### config.mk
export PLATFORM = sky130hd
export DESIGN_NAME = ide_pio_xfer_flat
export DESIGN_NICKNAME = d
export VERILOG_FILES = /design/src/rtl/ide_pio_xfer_if.sv /design/src/rtl/ide_pio_xfer.sv /design/src/flat_wrapper.sv
export SDC_FILE = /design/constraint.sdc
export NUM_CORES = 1
export LEC_CHECK = 0
export CAP_MARGIN = 20
export CORE_ASPECT_RATIO = 0.6
export CORE_MARGIN = 5
export CORE_UTILIZATION = 43
export DETAILED_ROUTE_END_ITERATION = 10
export PLACE_DENSITY = 0.77
export SYNTH_ARGS = -nofsm -noshare
export SYNTH_HDL_FRONTEND = slang
export SYNTH_SLANG_ARGS = --single-unit
### constraint.sdc
create_clock -name clk -period 2.4 [get_ports clk]
set_input_delay 0.48 -clock clk [delete_from_list [all_inputs] [get_ports clk]]
set_output_delay 0.48 -clock clk [all_outputs]
set_load 0.03 [all_outputs]
### src/rtl/ide_pio_xfer_if.sv
// Host-side PIO handshake and sector-buffer port bundle for ide_pio_xfer.
// The slave modport is the transfer engine; the master modport is the host/buffer side.
interface ide_pio_xfer_if #(
    parameter int ADDR_W = 9
);
    // Host control and data-register strobes
    logic              start;
    logic              dir;
    logic [ADDR_W:0]   count;
    logic              abort;
    logic              rd_strobe;
    logic              wr_strobe;
    logic [15:0]       wr_data;
    logic [15:0]       rd_data;
    logic              drq;
    logic              busy;
    logic              done;
    logic              err;

    // Sector buffer port (read data returns one cycle after the address)
    logic [ADDR_W-1:0] buf_read_addr;
    logic [15:0]       buf_read_data;
    logic [ADDR_W-1:0] buf_write_addr;
    logic [15:0]       buf_write_data;
    logic              buf_write_hi;
    logic              buf_write_lo;

    modport master (
        output start, dir, count, abort, rd_strobe, wr_strobe, wr_data, buf_read_data,
        input  rd_data, drq, busy, done, err,
        input  buf_read_addr, buf_write_addr, buf_write_data, buf_write_hi, buf_write_lo
    );

    modport slave (
        input  start, dir, count, abort, rd_strobe, wr_strobe, wr_data, buf_read_data,
        output rd_data, drq, busy, done, err,
        output buf_read_addr, buf_write_addr, buf_write_data, buf_write_hi, buf_write_lo
    );
endinterface

### src/rtl/ide_pio_xfer.sv
// PIO data-register engine: streams words between the host data register and a
// sector buffer, raising drq whenever a word (read) or space (write) is available.
module ide_pio_xfer #(
    parameter int ADDR_W = 9
) (
    input  logic          clk,
    input  logic          rst,
    ide_pio_xfer_if.slave bus
);
    typedef enum logic [2:0] {
        S_IDLE,
        S_FETCH,
        S_WAIT,
        S_RD_READY,
        S_WR_READY
    } state_t;

    state_t            state_q;
    logic [ADDR_W-1:0] index_q;
    logic [ADDR_W:0]   remain_q;
    logic [15:0]       rd_data_q;
    logic              drq_q;
    logic              busy_q;
    logic              done_q;
    logic              err_q;
    logic [ADDR_W-1:0] rd_addr_q;
    logic [ADDR_W-1:0] wr_addr_q;
    logic [15:0]       wr_data_q;
    logic              wr_en_q;

    logic [ADDR_W-1:0] index_d;
    logic [ADDR_W:0]   remain_d;
    logic [ADDR_W:0]   start_remain_d;
    logic              last_word_d;
    logic              any_strobe_d;

    // Index wraps naturally at 2^ADDR_W; a zero count means a full buffer.
    always_comb begin
        index_d        = index_q + 1'b1;
        remain_d       = remain_q - 1'b1;
        start_remain_d = (bus.count == '0) ? {1'b1, {ADDR_W{1'b0}}} : bus.count;
        last_word_d    = (remain_q == (ADDR_W+1)'(1));
        any_strobe_d   = bus.rd_strobe | bus.wr_strobe;
    end

    // NOTE: every register here is a plain flop reset to a known value; sequential
    // state uses non-blocking assignments so all updates land together at the edge.
    always_ff @(posedge clk or posedge rst) begin
        if (rst) begin
            state_q   <= S_IDLE;
            index_q   <= '0;
            remain_q  <= '0;
            rd_data_q <= '0;
            drq_q     <= 1'b0;
            busy_q    <= 1'b0;
            done_q    <= 1'b0;
            err_q     <= 1'b0;
            rd_addr_q <= '0;
            wr_addr_q <= '0;
            wr_data_q <= '0;
            wr_en_q   <= 1'b0;
        end else begin
            done_q  <= 1'b0;
            wr_en_q <= 1'b0;

            if (bus.abort) begin
                // Abort wins over any strobe or start in the same cycle; err is kept.
                state_q <= S_IDLE;
                drq_q   <= 1'b0;
                busy_q  <= 1'b0;
            end else begin
                case (state_q)
                    S_IDLE: begin
                        if (bus.start) begin
                            err_q    <= 1'b0;
                            index_q  <= '0;
                            remain_q <= start_remain_d;
                            busy_q   <= 1'b1;
                            if (bus.dir) begin
                                state_q   <= S_FETCH;
                                rd_addr_q <= '0;
                            end else begin
                                state_q <= S_WR_READY;
                                drq_q   <= 1'b1;
                            end
                        end
                    end

                    S_FETCH: begin
                        state_q <= S_WAIT;
                        if (any_strobe_d) err_q <= 1'b1;
                    end

                    S_WAIT: begin
                        state_q   <= S_RD_READY;
                        rd_data_q <= bus.buf_read_data;
                        drq_q     <= 1'b1;
                        if (any_strobe_d) err_q <= 1'b1;
                    end

                    S_RD_READY: begin
                        if (bus.rd_strobe) begin
                            drq_q    <= 1'b0;
                            index_q  <= index_d;
                            remain_q <= remain_d;
                            if (last_word_d) begin
                                state_q <= S_IDLE;
                                busy_q  <= 1'b0;
                                done_q  <= 1'b1;
                            end else begin
                                state_q   <= S_FETCH;
                                rd_addr_q <= index_d;
                            end
                        end
                    end

                    S_WR_READY: begin
                        if (bus.wr_strobe) begin
                            wr_en_q   <= 1'b1;
                            wr_addr_q <= index_q;
                            wr_data_q <= bus.wr_data;
                            index_q   <= index_d;
                            remain_q  <= remain_d;
                            if (last_word_d) begin
                                state_q <= S_IDLE;
                                drq_q   <= 1'b0;
                                busy_q  <= 1'b0;
                                done_q  <= 1'b1;
                            end
                        end
                    end

                    default: begin
                        state_q <= S_IDLE;
                        drq_q   <= 1'b0;
                        busy_q  <= 1'b0;
                    end
                endcase
            end
        end
    end

    assign bus.rd_data        = rd_data_q;
    assign bus.drq            = drq_q;
    assign bus.busy           = busy_q;
    assign bus.done           = done_q;
    assign bus.err            = err_q;
    assign bus.buf_read_addr  = rd_addr_q;
    assign bus.buf_write_addr = wr_addr_q;
    assign bus.buf_write_data = wr_data_q;
    assign bus.buf_write_hi   = wr_en_q;
    assign bus.buf_write_lo   = wr_en_q;
endmodule

### src/flat_wrapper.sv
// flat-port wrapper written by rule: the top's interface ports become plain ports
module ide_pio_xfer_flat 
#(
    parameter int ADDR_W = 9
)
  (clk, rst, bus_start, bus_dir, bus_count, bus_abort, bus_rd_strobe, bus_wr_strobe, bus_wr_data, bus_buf_read_data, bus_rd_data, bus_drq, bus_busy, bus_done, bus_err, bus_buf_read_addr, bus_buf_write_addr, bus_buf_write_data, bus_buf_write_hi, bus_buf_write_lo);
  ide_pio_xfer_if #(.ADDR_W(ADDR_W)) bus_i ();
  input  logic clk;
  input  logic rst;
  input wire logic [$bits(bus_i.start)-1:0] bus_start;
  input wire logic [$bits(bus_i.dir)-1:0] bus_dir;
  input wire logic [$bits(bus_i.count)-1:0] bus_count;
  input wire logic [$bits(bus_i.abort)-1:0] bus_abort;
  input wire logic [$bits(bus_i.rd_strobe)-1:0] bus_rd_strobe;
  input wire logic [$bits(bus_i.wr_strobe)-1:0] bus_wr_strobe;
  input wire logic [$bits(bus_i.wr_data)-1:0] bus_wr_data;
  input wire logic [$bits(bus_i.buf_read_data)-1:0] bus_buf_read_data;
  output wire logic [$bits(bus_i.rd_data)-1:0] bus_rd_data;
  output wire logic [$bits(bus_i.drq)-1:0] bus_drq;
  output wire logic [$bits(bus_i.busy)-1:0] bus_busy;
  output wire logic [$bits(bus_i.done)-1:0] bus_done;
  output wire logic [$bits(bus_i.err)-1:0] bus_err;
  output wire logic [$bits(bus_i.buf_read_addr)-1:0] bus_buf_read_addr;
  output wire logic [$bits(bus_i.buf_write_addr)-1:0] bus_buf_write_addr;
  output wire logic [$bits(bus_i.buf_write_data)-1:0] bus_buf_write_data;
  output wire logic [$bits(bus_i.buf_write_hi)-1:0] bus_buf_write_hi;
  output wire logic [$bits(bus_i.buf_write_lo)-1:0] bus_buf_write_lo;
  assign bus_i.start = bus_start;
  assign bus_i.dir = bus_dir;
  assign bus_i.count = bus_count;
  assign bus_i.abort = bus_abort;
  assign bus_i.rd_strobe = bus_rd_strobe;
  assign bus_i.wr_strobe = bus_wr_strobe;
  assign bus_i.wr_data = bus_wr_data;
  assign bus_i.buf_read_data = bus_buf_read_data;
  assign bus_rd_data = bus_i.rd_data;
  assign bus_drq = bus_i.drq;
  assign bus_busy = bus_i.busy;
  assign bus_done = bus_i.done;
  assign bus_err = bus_i.err;
  assign bus_buf_read_addr = bus_i.buf_read_addr;
  assign bus_buf_write_addr = bus_i.buf_write_addr;
  assign bus_buf_write_data = bus_i.buf_write_data;
  assign bus_buf_write_hi = bus_i.buf_write_hi;
  assign bus_buf_write_lo = bus_i.buf_write_lo;
  ide_pio_xfer #(.ADDR_W(ADDR_W)) u_core (.clk(clk), .rst(rst), .bus(bus_i));
endmodule
# Word level (Yosys, flattened, before mapping)
# Index checks and enable logic that the tools add are counted.
# totals
regBits	77
inputBits	49
out_inout_bits	56
wordCells	94
# op_classes
n_addsub	2
eq_ne	18
mux	46
n_bitwise	2
reduce_logical	14
# ops
op	n
$mux W9	7
$mux W10	4
$pmux W10 S3	1
$pmux W9 S3	1
$mux W1	21
$mux W3	6
$pmux W9 S2	1
$pmux W3 S5	1
$ne A2 B2 Y1 const B	6
$ne A3 B3 Y1 const B	4
$reduce_and A4 Y1	3
$reduce_and A6 Y1	2
$eq A10 B1 Y1 const B	1
$logic_not A10 Y1	1
$sub A10 B1 Y10 const B	1
$add A9 B1 Y9 const B	1
$eq A3 B2 Y1 const B	2
$pmux W1 S5	1
$reduce_and A5 Y1	1
$ne A2 B1 Y1 const B	2
$pmux W1 S2	2
$pmux W1 S4	1
$reduce_bool A2 Y1	2
$eq A3 B1 Y1 const B	1
9 further kinds	9

# Depth between registers and ports, before layout
# Gate-level depths: netlist of the first run.
# depth
ltp_word	5
ltp_mapped	8
ltp_nobuf	7

# Worst setup path before layout of the first run
# No wires, ideal clock.
# synth_timing
path_kind	register -> register
from	register u_core.state_q[1]
to	register u_core.wr_data_q[0] (netlist: u_core.bus.buf_write_data[0])
setup_ps	125
arrival_ps	1661
required_ps	2275
path_slack_ps	614
stages_incl_launch_ff	6
n_path_buf	2
synth_period_minus_slack_ps	1786
path_cell_list	dfrtp_1 -> buf_4 -> nand4bb_1 -> nor2_2 -> buf_2 -> mux2_2
# synth_between
elab_chain_cells	2
# synth_lines
element	line_no	text
start: declaration	ide_pio_xfer.sv:18	state_t state_q;
start signal: assignment	ide_pio_xfer.sv:50	state_q <= S_IDLE;
start signal: assignment	ide_pio_xfer.sv:68	state_q <= S_IDLE;
start signal: assignment	ide_pio_xfer.sv:80	state_q <= S_FETCH;
$eq A3 B3 Y1	ide_pio_xfer.sv:72	case (state_q)
$reduce_and A3 Y1 (no line)	n/a	
end signal: assignment	ide_pio_xfer.sv:121	wr_data_q <= bus.wr_data;
end: declaration	ide_pio_xfer.sv:28	logic [15:0] wr_data_q;
# Every way passes these cells.
# A chain may end at the register's enable or synchronous reset.

# Worst setup path in the final report of the first run
# layout_timing
from	register u_core.state_q[1]
to	register u_core.remain_q[5]
# layout_between
elab_chain_cells	3
word_cells_on_any_way	9
cone_classes	eq/ne: 5; mux: 1; reduce/logical: 3
# layout_lines
element	line_no	text
$eq A3 B3 Y1, or another cell as far along	ide_pio_xfer.sv:72	
$ne A2 B2 Y1 (no line) / $reduce_bool A3 Y1 (equally long branches)	n/a	
$reduce_and A5 Y1 (no line)	n/a	
end signal: assignment	ide_pio_xfer.sv:77	remain_q <= start_remain_d;
end signal: assignment	ide_pio_xfer.sv:105	remain_q <= remain_d;
end signal: assignment	ide_pio_xfer.sv:123	remain_q <= remain_d;
end: declaration	ide_pio_xfer.sv:20	logic [ADDR_W:0] remain_q;
# Several ways; a longest one is shown, not always the timed one.

==> results of run 1 <==
## worst max path at each step
stage                                        end  slack, ns  cells past startpoint
floorplan           u_core.bus.buf_write_data[0]       0.61                      5
global placement              u_core.remain_q[9]       0.11                      6
detailed placement            u_core.remain_q[9]       0.05                      6
CTS                           u_core.remain_q[5]       0.32                      6
global route                  u_core.remain_q[5]        0.1                      6
finish                        u_core.remain_q[5]       0.32                      6
## worst max-delay path, delay by kind of cell, from the launching register on
family,cells,cell delay [ns]
compound gates,2,0.47
buf+inv,1,0.23
flops,1,0.51
simple gates,3,0.76
## per-stage QoR
step | hold WS, ns | std cells | power, W | cell area (µm²)
after CTS | 0.4865 | 540 | 0.005522 | 5067
after global placement | 0.4658 | 524 | 0.004176 | 4783
after global routing | 0.5173 | 540 | 0.005770 | 5067
final | 0.4814 | 540 | 0.005467 | 5067
after floorplan | 0.4573 | 311 | 0.003264 | 3545
after detailed placement | 0.4695 | 524 | 0.004230 | 4783
## sequential cells by signal, summed over array words and instances (netlist names)
signal and cells:
u_core.bus.buf_read_addr 9, u_core.bus.buf_write_addr 9, u_core.bus.buf_write_data 16, u_core.bus.buf_write_hi 1
u_core.bus.busy 1, u_core.bus.done 1, u_core.bus.drq 1, u_core.bus.err 1
u_core.bus.rd_data 16, u_core.index_q 9, u_core.remain_q 10, u_core.state_q 3
## per-layer routing
layer / wire length, µm / share of wire / global-route usage
met5: 0 / 0 / 0
met4: 46 / 0.0051 / 0.04818
met3: 732 / 0.082 / 0.06179
met2: 3764 / 0.42 / 0.2716
met1: 4437 / 0.49 / 0.2658
## cell families after synthesis
family                   count (synthesis)
buffers and inverters                   17
AO/OA/AOI/OAI                           63
XOR/XNOR                                 7
flip-flops                              77
adder cells (fa/ha/maj)                  3
AND/OR/NAND/NOR                        101
multiplexers                            43
## power by group
group	switching [W]	internal [W]
logic	0.00118	0.00102
clock network	0.000559	0.000716
registers	0.000293	0.00169
## cell type report
type,instances,area share
clock buffer,9,0.04444
inverter,3,0.002963
clock inverter,7,0.01160
tap,108,0.02667
sequential,77,0.3802
timing repair buffer,119,0.2351
multi-input combinational,217,0.2990
## cells in the final DEF (no fill, tap or decap), drive strengths merged, types with 3 or more instances in the layout
cell           synthesis  routed
mux2                  42      42
xor2                   3       3
a21oi                 11      11
nand2                 27      27
inv                    3       5
and2                   3       3
a31oi                  3       3
o21ai                 24      24
a211oi                 3       3
clkdlybuf4s50          0     104
buf                   10      15
or3                    5       5
nor2                  29      29
ha                     3       3
and3                   4       4
nor3                   8       8
dfrtp                 77      77
xnor2                  4       4
nand3                  5       5
clkinv                 0       3
clkbuf                 4       9
or2                    4       4
==> reports/qor.csv, run 1 <==
metric;value;unit
area grow syn2layout;43.11;%
Worst-Margin Slew;0.6120;ns
CP startpoint kind;flip-flop;
total track usage;0.1862;
ys flop type;dfrtp_1;
ant diodes;0;
total gr overflow;0;
port buffer count;104;
Synth async-reset ratio;1.000;
clk_lat worst skew;0.33;ns
htree depth;3;
Power Density;1079;nW/µm²
layout cell share with drive strength beyond 1;0.1713;
HP Start;u_core.bus.buf_read_addr[2];
Adder-Cell Fraction of Synth Area;0.01060;
post-synthesis compound-gate area fraction;0.1159;
clock sinks;77;
Crit Path Class;flip-flop to flip-flop;
Clk pin slew, worst setup/hold paths;0.06;ns
Clock Tree Buf Depth;2;
final hold vios;0;
post-synthesis mux area share;0.1364;
final wirelength;8981;µm
Remaining DRCs;0;
CP peak stage delay;0.51;ns
Tmin final;2.084;ns
die height;80.29;µm
Final Net Count;479;
initial antenna violation count;0;
most frequent cell after synthesis;dfrtp_1;
xor and xnor fraction of the mapped netlist area;0.01731;
Worst R2R End;u_core.remain_q[5];
Synth Area in Simple Gates;0.1477;
Yosys top cell area share;0.5442;
Hold Crit Endpoint;u_core.bus.buf_read_addr[2];
DIE AREA;10210;µm²
Synth area leaders;dfrtp_1 54%, mux2_2 11%, nand2_1 2.9%;
number of detailed-routing iterations run before antenna repair;4;
outcome;finished, final reports clean;
Hold WC Path Type;flip-flop to flip-flop;
DR vias;2879;
setup TNS;0;ns
final setup fails;0;
Yosys top cell by area;dfrtp_1;
Critical R2R Launch;u_core.state_q[1];
WL/cell;16.63;µm
Via-to-Cell Ratio;5.331;
Yosys warnings;0;
Die X;127.2;µm
Yosys reg bits;77;
Max Cap Viol;0;
Fill cells;627;
IO Pins;105;
Post-CTS Hold Fix Bufs;0;
Peak Freq;479.8;MHz
R2R setup slack;0.32;ns
pre-CTS setup slack;0.04522;ns
main combinational cell family by area after synthesis;simple AND/OR/NAND/NOR gates;
Unique masters post-synth;60;
FF-to-FF path depth;6;
CTS Buf Count;9;
CTS tree;done;
leakage;2.143;nW
Avg Synthesized Cell Area;11.39;µm²
fin worst setup slack;0.3158;ns
Final Core Density;0.6378;
Antenna Violating Nets Remaining;0;
routability cong.;0.8595;
period utilization;0.8684;
PostCTS Resize Cnt;0;
CP max FO;16;
CP Data Required Time;2.61;ns
Root Driver;clkbuf_16;
# rows;25;
Reg area;1927;µm²
EDFF count, synth;0;
Post-synth top cells;77 x dfrtp_1, 34 x mux2_2, 27 x nand2_1, 27 x nor2_1, 14 x o21ai_0;
largest net degree at the start of global routing;38;
RSZ-0062 raised after global routing;false;
Post-CTS Setup Repair Bufs;0;
crit path cell chain;buf_4 -> nor2_1 -> o21bai_1 -> nor2_1 -> nand2_1 -> a221o_1;
vias in the first global route;2837;
sequential fraction of the synthesis area;0.5442;
relative slew slack;0.5911;
DPL Wire Length;6798;µm
Core Region;7945;µm²
Syn Std Cell Area;3541;µm²
CP arrival;2.30;ns
critical path's slowest cell;dfrtp_1;
CP startpoint;u_core.state_q[1];
CP most frequent cell;nor2_1;
multi-input logic area;1515;µm²
first-pass GRT wire length;14810;µm
starting density of the core;0.4457;
CP Capture Type;flip-flop;
Layout Skew;0.007650;ns
Max Transition Viols Final;0;
Cells on Worst Hold Path;2;
drt first-iter violations;185;
post-synthesis instance total;311;
Max rail drop VDD;0.4545;mV
synthesized net count;363;
(Power assumes the default switching activity.)
==> run 2: changes to the inputs <==
--- a/config.mk
+++ b/config.mk
@@ -5,12 +5,14 @@
 export SDC_FILE = /design/constraint.sdc
 export NUM_CORES = 1
 export LEC_CHECK = 0
+export ABC_AREA = 1
 export CAP_MARGIN = 20
 export CORE_ASPECT_RATIO = 0.6
 export CORE_MARGIN = 5
-export CORE_UTILIZATION = 43
+export CORE_UTILIZATION = 44
 export DETAILED_ROUTE_END_ITERATION = 10
 export PLACE_DENSITY = 0.77
+export SLEW_MARGIN = 20
 export SYNTH_ARGS = -nofsm -noshare
 export SYNTH_HDL_FRONTEND = slang
 export SYNTH_SLANG_ARGS = --single-unit
==> run 2 against run 1 <==
Effect of this change: largest power group unchanged; non-clock buffer count decreased by 10; sequential share of layout area shrank 1.7 points; clock-buffer cell count increased by 2; via count rose by 17%; sequential power grew 7%; routed wire length up 8.6%; register-to-register slack gained 0.36 ns.
==> reports/qor.csv, run 2 <==
metric;value;unit;change
Post-CTS Hold Fix Bufs;0;;unchanged
clock sinks;77;;unchanged
CP startpoint kind;flip-flop;;unchanged
CP max FO;2;;was 16
Peak Freq;532.5;MHz;was 479.8 MHz
Unique masters post-synth;28;;was 60
Yosys reg bits;77;;unchanged
Tmin final;1.878;ns;was 2.084 ns
htree depth;3;;unchanged
Via-to-Cell Ratio;4.943;;was 5.331
critical path's slowest cell;clkdlybuf4s50_1;;was dfrtp_1
Core Region;8523;µm²;was 7945 µm²
CTS Buf Count;9;;unchanged
CP peak stage delay;0.68;ns;was 0.51 ns
layout cell share with drive strength beyond 1;0.1376;;was 0.1713
area grow syn2layout;37.78;%;was 43.11%
initial antenna violation count;0;;unchanged
Post-CTS Setup Repair Bufs;0;;unchanged
starting density of the core;0.4518;;was 0.4457
setup TNS;0;ns;unchanged
Antenna Violating Nets Remaining;0;;unchanged
Final Core Density;0.6226;;was 0.6378
Buf/Inv on CP;1;;unchanged
period utilization;0.7825;;was 0.8684
CP arrival;1.40;ns;was 2.30 ns
post-synthesis instance total;452;;was 311
CP Data Required Time;1.92;ns;was 2.61 ns
leakage;2.582;nW;was 2.143 nW
Max rail drop VDD;0.6223;mV;was 0.4545 mV
Remaining DRCs;0;;unchanged
final wirelength;9750;µm;was 8981 µm
RSZ-0062 raised after global routing;false;;unchanged
synthesized net count;504;;was 363
largest net degree at the start of global routing;78;;was 38
Synth async-reset ratio;1.000;;unchanged
Max Cap Viol;0;;unchanged
routability cong.;0.9849;;was 0.8595
outcome;finished, final reports clean;;unchanged
final setup fails;0;;unchanged
Fill cells;716;;was 627
Final Net Count;614;;was 479
commonest non-fill, non-tap cells in the layout;163 x nand2_1, 104 x clkdlybuf4s50_1, 77 x dfrtp_1;;was 104 x clkdlybuf4s50_1, 77 x dfrtp_1, 34 x mux2_2
Crit Path Class;flip-flop to output port;;was flip-flop to flip-flop
relative slew slack;0.7185;;was 0.5911
CTS tree;done;;unchanged
Yosys top cell area share;0.5003;;was 0.5442
clk_lat worst skew;0.34;ns;was 0.33 ns
EDFF count, synth;0;;unchanged
DPL Wire Length;7477;µm;was 6798 µm
Hold WC Path Type;flip-flop to flip-flop;;unchanged
WL/cell;14.36;µm;was 16.63 µm
Yosys top cell by area;dfrtp_1;;unchanged
number of detailed-routing iterations run before antenna repair;5;;was 4
IO Pins;105;;unchanged
Yosys warnings;0;;unchanged
Synth area leaders;dfrtp_1 50%, nand2_1 16%, mux2_2 4.7%;;was dfrtp_1 54%, mux2_2 11%, nand2_1 2.9%
Crit path max-delay family;buffers and inverters;;was simple AND/OR/NAND/NOR gates
ys flop type;dfrtp_1;;unchanged
Post-synth top cells;163 x nand2_1, 77 x dfrtp_1, 40 x inv_1, 28 x nand3_1, 26 x nor2_1;;was 77 x dfrtp_1, 34 x mux2_2, 27 x nand2_1, 27 x nor2_1, 14 x o21ai_0
total track usage;0.1915;;was 0.1862
Root Driver;clkbuf_16;;unchanged
DIE AREA;10790;µm²;was 10210 µm²
Max Transition Viols Final;0;;unchanged
crit path cell chain;clkdlybuf4s50_1;;was buf_4 -> nor2_1 -> o21bai_1 -> nor2_1 -> nand2_1 -> a221o_1
Syn Std Cell Area;3851;µm²;was 3541 µm²
Clk pin slew, worst setup/hold paths;0.06;ns;about the same
vias in the first global route;3385;;was 2837
# rows;26;;was 25
final hold vios;0;;unchanged
Clock Tree Buf Depth;2;;unchanged
CP Capture Type;output port;;was flip-flop
die height;82.47;µm;was 80.29 µm
Worst-Margin Slew;0.4217;ns;was 0.6120 ns
first-pass GRT wire length;16150;µm;was 14810 µm
Die X;130.8;µm;was 127.2 µm
port buffer count;104;;unchanged
Power Density;1257;nW/µm²;was 1079 nW/µm²
ant diodes;0;;unchanged
total gr overflow;0;;unchanged
PostCTS Resize Cnt;0;;unchanged
drt first-iter violations;224;;was 185
sequential fraction of the synthesis area;0.5003;;was 0.5442
DR vias;3356;;was 2879
most frequent cell after synthesis;nand2_1;;was dfrtp_1
Layout Skew;0.006779;ns;was 0.007650 ns
most common cell after layout, fill and taps aside;nand2_1;;was clkdlybuf4s50_1
Avg Synthesized Cell Area;8.520;µm²;was 11.39 µm²
run 2: cell types whose count changed after synthesis, moves of 8 or more:
| cell | change |
|---|---|
| mux2_2 | -18 |
| o21ai_2 | +10 |
| nand4_1 | +8 |
| nand3_1 | +24 |
| mux2_1 | -8 |
| inv_1 | +37 |
| nand2_1 | +136 |
run 2: final timing paths:
kind / cells past startpoint / start / to / slack (ns)
setup / recovery: 1 / u_core.bus.buf_read_addr[0] / bus_buf_read_addr[0] / 0.52
hold / removal: 2 / u_core.bus.buf_write_data[7] / u_core.bus.buf_write_data[7] / 0.48
hold reg to reg: 2 / u_core.bus.buf_write_data[7] / u_core.bus.buf_write_data[7] / 0.48
min in group asynchronous: 3 / rst / u_core.bus.buf_write_addr[5] / 0.59
max in group asynchronous: 3 / rst / u_core.remain_q[6] / 1.47
setup reg to reg: 10 / u_core.remain_q[1] / u_core.bus.buf_read_addr[4] / 0.68
run 2: cells by family (layout without fill, tap and decap cells):
family                   Yosys count  in the layout  share of synthesized area
AO/OA/AOI/OAI                     40             40                    0.06173
XOR/XNOR                           5              5                    0.01137
adder cells (fa/ha/maj)            3              3                   0.009748
buffers and inverters             56            171                    0.06692
flip-flops                        77             77                     0.5003
multiplexers                      16             16                    0.04678
AND/OR/NAND/NOR                  255            255                     0.3031
run 2: layout make-up:
| cell class | instances | area (µm²) | share of cell area |
|---|---|---|---|
| flip-flops and latches | 77 | 1927 | 0.3631 |
| multi-input cells | 319 | 1667 | 0.3141 |
| repair buffers | 109 | 1091 | 0.2056 |
| clock buffers | 11 | 242.7 | 0.04574 |
| inverters | 46 | 181.4 | 0.03419 |
| well taps | 112 | 140.1 | 0.02641 |
| clock inverters | 5 | 57.56 | 0.01085 |
run 2: metal layers:
metal / wire length (µm) / share of wire / track usage
met5: 0 / 0 / 0
met4: 123 / 0.013 / 0.05441
met3: 902 / 0.093 / 0.07648
met2: 4267 / 0.44 / 0.2828
met1: 4457 / 0.46 / 0.2619
run 2: report_power, final:
part	internal, W	switching, W
registers	0.00179	0.000338
logic	0.00122	0.00198
clock network	0.000835	0.000513
run 2: per-stage QoR:
stage	setup WS [ns]	power [W]	hold slack, ns	instances	instance area, µm²
5_1_grt	0.4785	0.007123	0.5064	679	5306
3_3_place_gp	0.3881	0.005234	0.4616	663	5006
4_1_cts	0.5168	0.006720	0.4798	679	5306
6_report	0.5219	0.006672	0.4768	679	5306
2_1_floorplan	0.9866	0.004160	0.4709	452	3855
3_5_place_dp	0.3216	0.005333	0.4636	663	5006
